===== src/rtl/if_signal_gen.sv =====
// GPS L1 C/A IF sample source: emits the 2-bit sign/magnitude stream a
// tracking channel consumes, with programmable PRN, whole-chip code delay,
// carrier/code NCO words and a circular 32-bit navigation word.
module if_signal_gen #(
    parameter int CARR_ACC_W = 29,
    parameter int CODE_ACC_W = 29,
    parameter int MS_PER_BIT = 20
) (
    input  logic        clk,
    input  logic        rstn,
    input  logic        start,
    input  logic [27:0] carr_fc,
    input  logic [26:0] code_fc,
    input  logic [9:0]  prn_key,
    input  logic [9:0]  code_delay,
    input  logic [31:0] nav_word,
    output logic        if_sign,
    output logic        if_mag,
    output logic        sample_valid,
    output logic        code_epoch,
    output logic        data_bit,
    output logic        busy
);

    localparam int MS_W       = (MS_PER_BIT > 1) ? $clog2(MS_PER_BIT) : 1;
    localparam int CODE_SUM_W = CODE_ACC_W + 1;

    typedef enum logic [1:0] {IDLE, ADVANCE, RUN} state_t;

    // G1/G2 registers hold stage n at bit (10 - n): bit 0 is stage 10 (the
    // output tap) and the register shifts towards bit 0.
    function automatic logic [9:0] g1_shift(input logic [9:0] g);
        return {g[7] ^ g[0], g[9:1]};                          // stages 3, 10
    endfunction

    function automatic logic [9:0] g2_shift(input logic [9:0] g);
        return {g[8] ^ g[7] ^ g[4] ^ g[2] ^ g[1] ^ g[0], g[9:1]}; // 2,3,6,8,9,10
    endfunction

    state_t                state_q, state_d;
    logic [CARR_ACC_W-1:0] carr_ph_q;
    logic [CODE_ACC_W-1:0] code_ph_q;
    logic [CODE_SUM_W-1:0] code_sum;
    logic [27:0]           carr_fc_q;
    logic [26:0]           code_fc_q;
    logic [9:0]            key_q;
    logic [31:0]           nav_q;
    logic [9:0]            g1_q, g2_q;
    logic [9:0]            chip_cnt_q;
    logic [9:0]            adv_q;
    logic [9:0]            adv_load;
    logic [MS_W-1:0]       ms_cnt_q;
    logic [4:0]            bit_idx_q;
    logic                  epoch_pend_q;
    logic                  chip;
    logic                  nav_bit;
    logic                  emit;
    logic                  valid_d, sign_d, mag_d, epoch_d, data_d;

    assign adv_load = (code_delay == 10'd0) ? 10'd0 : 10'd1023 - code_delay;
    assign code_sum = {1'b0, code_ph_q} + CODE_SUM_W'(code_fc_q);
    assign chip     = g1_q[0] ^ g2_q[0];
    assign nav_bit  = nav_q[bit_idx_q];
    assign busy     = (state_q == ADVANCE);

    // State register; reset is synchronous to clk.
    always_ff @(posedge clk) begin
        // NOTE: sequential state uses non-blocking assignments so every
        // register samples pre-edge values regardless of block ordering.
        if (!rstn) state_q <= IDLE;
        else       state_q <= state_d;
    end

    // Next state: start overrides everything, ADVANCE ends on its last chip.
    always_comb begin
        // NOTE: default first so no path leaves state_d unassigned (no latch).
        state_d = state_q;
        if (start)
            state_d = (adv_load == 10'd0) ? RUN : ADVANCE;
        else if (state_q == ADVANCE && adv_q == 10'd1)
            state_d = RUN;
    end

    // Sample for this cycle, taken from phase/chip state before its update.
    always_comb begin
        emit    = (state_q == RUN) && !start;
        valid_d = emit;
        sign_d  = emit & (chip ^ nav_bit ^ carr_ph_q[CARR_ACC_W-1]);
        mag_d   = emit & (carr_ph_q[CARR_ACC_W-2] ^ carr_ph_q[CARR_ACC_W-3]);
        epoch_d = emit & epoch_pend_q;
        data_d  = emit & nav_bit;
    end

    // Registered outputs; all zero whenever no sample is emitted.
    always_ff @(posedge clk) begin
        if (!rstn) begin
            sample_valid <= 1'b0;
            if_sign      <= 1'b0;
            if_mag       <= 1'b0;
            code_epoch   <= 1'b0;
            data_bit     <= 1'b0;
        end else begin
            sample_valid <= valid_d;
            if_sign      <= sign_d;
            if_mag       <= mag_d;
            code_epoch   <= epoch_d;
            data_bit     <= data_d;
        end
    end

    // Config latch, pre-advance of the code and NCO/chip/bit bookkeeping.
    always_ff @(posedge clk) begin
        if (!rstn) begin
            carr_ph_q    <= '0;
            code_ph_q    <= '0;
            carr_fc_q    <= '0;
            code_fc_q    <= '0;
            key_q        <= '0;
            nav_q        <= '0;
            g1_q         <= '0;
            g2_q         <= '0;
            chip_cnt_q   <= '0;
            adv_q        <= '0;
            ms_cnt_q     <= '0;
            bit_idx_q    <= '0;
            epoch_pend_q <= 1'b0;
        end else if (start) begin
            carr_fc_q    <= carr_fc;
            code_fc_q    <= code_fc;
            key_q        <= prn_key;
            nav_q        <= nav_word;
            carr_ph_q    <= '0;
            code_ph_q    <= '0;
            g1_q         <= 10'h3FF;
            g2_q         <= prn_key;
            chip_cnt_q   <= '0;
            adv_q        <= adv_load;
            ms_cnt_q     <= '0;
            bit_idx_q    <= 5'd31;
            // With no delay the very first RUN sample already sits on chip 0.
            epoch_pend_q <= (adv_load == 10'd0);
        end else begin
            case (state_q)
                ADVANCE: begin
                    g1_q       <= g1_shift(g1_q);
                    g2_q       <= g2_shift(g2_q);
                    chip_cnt_q <= chip_cnt_q + 10'd1;
                    adv_q      <= adv_q - 10'd1;
                end
                RUN: begin
                    carr_ph_q    <= carr_ph_q + CARR_ACC_W'(carr_fc_q);
                    code_ph_q    <= code_sum[CODE_ACC_W-1:0];
                    epoch_pend_q <= 1'b0;
                    if (code_sum[CODE_ACC_W]) begin
                        if (chip_cnt_q == 10'd1022) begin
                            g1_q         <= 10'h3FF;
                            g2_q         <= key_q;
                            chip_cnt_q   <= '0;
                            epoch_pend_q <= 1'b1;
                            if (ms_cnt_q == MS_W'(MS_PER_BIT - 1)) begin
                                ms_cnt_q  <= '0;
                                bit_idx_q <= bit_idx_q - 5'd1;
                            end else begin
                                ms_cnt_q <= ms_cnt_q + 1'b1;
                            end
                        end else begin
                            g1_q       <= g1_shift(g1_q);
                            g2_q       <= g2_shift(g2_q);
                            chip_cnt_q <= chip_cnt_q + 10'd1;
                        end
                    end
                end
                default: ;
            endcase
        end
    end

endmodule


===== config.mk =====
export PLATFORM = sky130hd
export DESIGN_NAME = if_signal_gen
export DESIGN_NICKNAME = d
export VERILOG_FILES = /design/src/rtl/if_signal_gen.sv
export SDC_FILE = /design/constraint.sdc
export NUM_CORES = 1
export LEC_CHECK = 0
export CAP_MARGIN = 10
export CORE_MARGIN = 2
export CORE_UTILIZATION = 40
export DETAILED_ROUTE_END_ITERATION = 6
export HOLD_SLACK_MARGIN = 0.15
export MAX_ROUTING_LAYER = met4
export PLACE_DENSITY_LB_ADDON = 0.3
export SLEW_MARGIN = 0
export SYNTH_ARGS = -nofsm -noshare
export SYNTH_HDL_FRONTEND = slang
export SYNTH_SLANG_ARGS = --single-unit

===== constraint.sdc =====
create_clock -name clk -period 3.2 [get_ports clk]
set_input_delay 0.8 -clock clk [delete_from_list [all_inputs] [get_ports clk]]
set_output_delay 0.8 -clock clk [all_outputs]
set_load 0.02 [all_outputs]

==> impl_metrics.ini <==
[logic_synthesis]
synthesis.area_um2 = 11500
ys_ff_latch = 213
yosysSeqAreaShare_pct = 37.2
synth_edf_count = 0
yosysMostFrequentCell = dfxtp_1
async_reset_ff_share_pct = 0
ys_top_cells_by_count = 213 x dfxtp_1, 154 x nand2_1, 111 x mux2i_1
yosys_warnings = 0
syn_area_per_cell_um2 = 8.90
synth_largest_area_cell = dfxtp_1
synthDistinctLibCells = 66
syn_nets = 1461
syn-instance-count = 1288
ys_top_cells_by_area = dfxtp_1 37%, mux2i_1 9.7%, ha_1 6.7%
synth_top_area_share_pct = 37.2
synth-main-ff-cell = dfxtp_1

[routing]
wl_per_cell_um = 14.7
drtPass1Iterations = 5
ant_nets = 0
drcViolationCount = 0
drt-total-wl_um = 26200
viasPerCell = 5.21
drtIter0Drc = 316
via_count = 9255

[min_path]
min_delay_path_depth = 2
hold_class = flop to flop
worstHoldEndpoint = carr_ph_q[18]
min_from = carr_ph_q[18]

[clocking]
htreeDepth = 1
cts_sinks = 213
clkTransAtPathRegs_ns = 0.06
cts-root-buf = clkbuf_16
postCtsSetupRepairBufs = 0
cts_tree = yes
cts.path.max_buffers = 3
clk_latency_ns = 0.52
cts_buffers = 26

[grt]
grt-busiest-layer = met2
overflow = 0
grt_max_degree = 79
antenna_found_initial = 0
met3_usage_pct = 2.32
grt_pass1_wl_um = 44000
grt_usage_pct = 17.8
met2_usage_pct = 29.3
grt_pass1_vias = 9065
grtUsageMet1_pct = 22.9

[sta]
finalMaxSlewViolations = 0
final-hold-violation-count = 0
period_share_pct = 93.9
rsz0062_at_grt = false
slew-limit-headroom_pct = 45.8
max_freq_mhz = 333
finalSetupTns_ns = 0
layout_min_cycle_time_ns = 3.01
finalClockSkew_ns = 0.0140
finalSetupViolCount = 0
tightest_slew_ns = 0.810

[pwr]
power.density_nw_per_um2 = 472
finalPower_mw = 6.54
p_leak_nw = 5.72
ir_drop_mv = 0.316

[critical_path]
crit_family = compound AO/OA/AOI/OAI gates
cp_data_required_time_ns = 3.58
endpoint_kind = flop
cp_slowest_cell = fa_1
timing.rr.start = carr_ph_q[0]
cp-start-kind = flop
cp_data_arrival_time_ns = 3.39
cp_num_buf_inv = 0
crit_chain = ha_1 -> fa_1 -> a21oi_1 -> nor2_1 -> o41ai_2 -> a21oi_1 -> a31o_2 -> a311oi_2 -> o22ai_1 -> xnor2_1 -> nor2_1
worst-setup-path-type = flop to flop
cp_max_fo = 4
rr_worst_depth = 11
r2r_slack_ns = 0.19
critPathMaxStageDelay_ns = 0.41
rr_endpoint = carr_ph_q[28]

[floorplanning]
initial_core_util_pct = 40.9
coreArea_um2 = 28000
die_area_um2 = 30000
die_h_um = 173
ios = 116
die_w_um = 173
num_rows = 61

[finish]
antenna_cells = 0
area_growth_pct = 20.8
drive_gt1_share_pct = 6.15
finalNetCount = 1556

[placed_design]
place_congestion = 0.852
dp_hpwl_um = 17800
portBuffers = 115

[status]
outcome = finished, final reports clean

[run]
max-cap-violations = 0
[placed cells by master, fill, tap and decap left out, drive strengths merged, types with 10 or more instances in the layout]
cell type	count
and2	10
o21ai	52
mux2i	111
clkbuf	35
ha	61
nand3	36
o21a	12
xor2	27
mux4	10
nor3	16
o311a	10
nor2b	109
buf	22
a21o	30
or3	10
xnor2	40
a21oi	95
nand2	156
nor2	58
inv	22
dfxtp	213
and3	13
a211oi	17
nand2b	12
or4	16
clkdlybuf4s50	113
[where the power goes]
part / switching (mW) / total (mW) / internal (mW)
Sequential: 0.0837 / 2.86 / 2.77
Clock: 1.10 / 2.94 / 1.83
Combinational: 0.357 / 0.746 / 0.390
Total: 1.54 / 6.54 / 5.00
[worst max path at each step]
stage	start	endpoint	slack, ns	cells past startpoint
6_report	carr_ph_q[0]	carr_ph_q[28]	0.19	11
3_5_place_dp	carr_ph_q[0]	carr_ph_q[28]	0.07	11
4_1_cts	carr_ph_q[0]	carr_ph_q[28]	0.05	11
3_3_place_gp	carr_ph_q[0]	carr_ph_q[28]	0.11	11
5_1_grt	carr_ph_q[0]	carr_ph_q[28]	0.02	11
2_1_floorplan	carr_ph_q[0]	carr_ph_q[28]	0.44	11
[layer usage]
layer	up-vias	wire length [um]	share of wire [%]
li1	4753	-	-
met1	4317	12700	48
met2	147	11900	45
met3	38	902	3.4
met4	0	684	2.6
met5	-	0	0
[sequential cells by signal (all words and copies together) (netlist names), 10 cells and up]
name / count
chip_cnt_q: 10
key_q: 10
nav_q: 32
g1_q: 10
carr_fc_q: 28
adv_q: 10
code_fc_q: 27
code_ph_q: 29
carr_ph_q: 29
g2_q: 10
[layout make-up]
type                    instances  area [um^2]
clock buffers                  35          736
fillers                      2643        14200
multi-input cells             983         6850
inverters                      24         90.1
well taps                     378          473
repair buffers                135         1310
flip-flops and latches        213         4260
clock inverters                 8          119
[cells by family (layout without fill, tap and decap cells)]
| logic type | count (synthesis) | after routing | share of synthesized area [%] |
|---|---|---|---|
| buf+inv | 92 | 202 | 3.19 |
| mux | 121 | 121 | 11.7 |
| compound gates | 273 | 273 | 15.5 |
| flops | 213 | 213 | 37.2 |
| fa+ha+maj | 63 | 63 | 7.00 |
| simple gates | 459 | 459 | 20.3 |
| xor+xnor | 67 | 67 | 5.12 |
[stage by stage]
stage	instance area, um^2	cells	setup slack [ns]	util (%)	hold WS (ns)
2_1_floorplan	11500	1288	0.437	-	0.432
3_3_place_gp	13000	1733	0.107	46.4	0.443
3_5_place_dp	13000	1733	0.0729	46.4	0.448
4_1_cts	13800	1776	0.0465	49.4	0.456
5_1_grt	13800	1776	0.0243	49.4	0.469
6_report	13800	1776	0.194	49.4	0.454
[tightest hold or removal path: stages (launching register included)]
cell	delay [ns]
dfxtp_1	0.31
nand2_1	0.05
a21oi_1	0.05
[what timing repair did]
action                     4_1_cts  5_1_grt
gates resized for setup          0        1
hold buffers                     0        0
setup endpoints to repair        0        2
(Power assumes the default switching activity.)
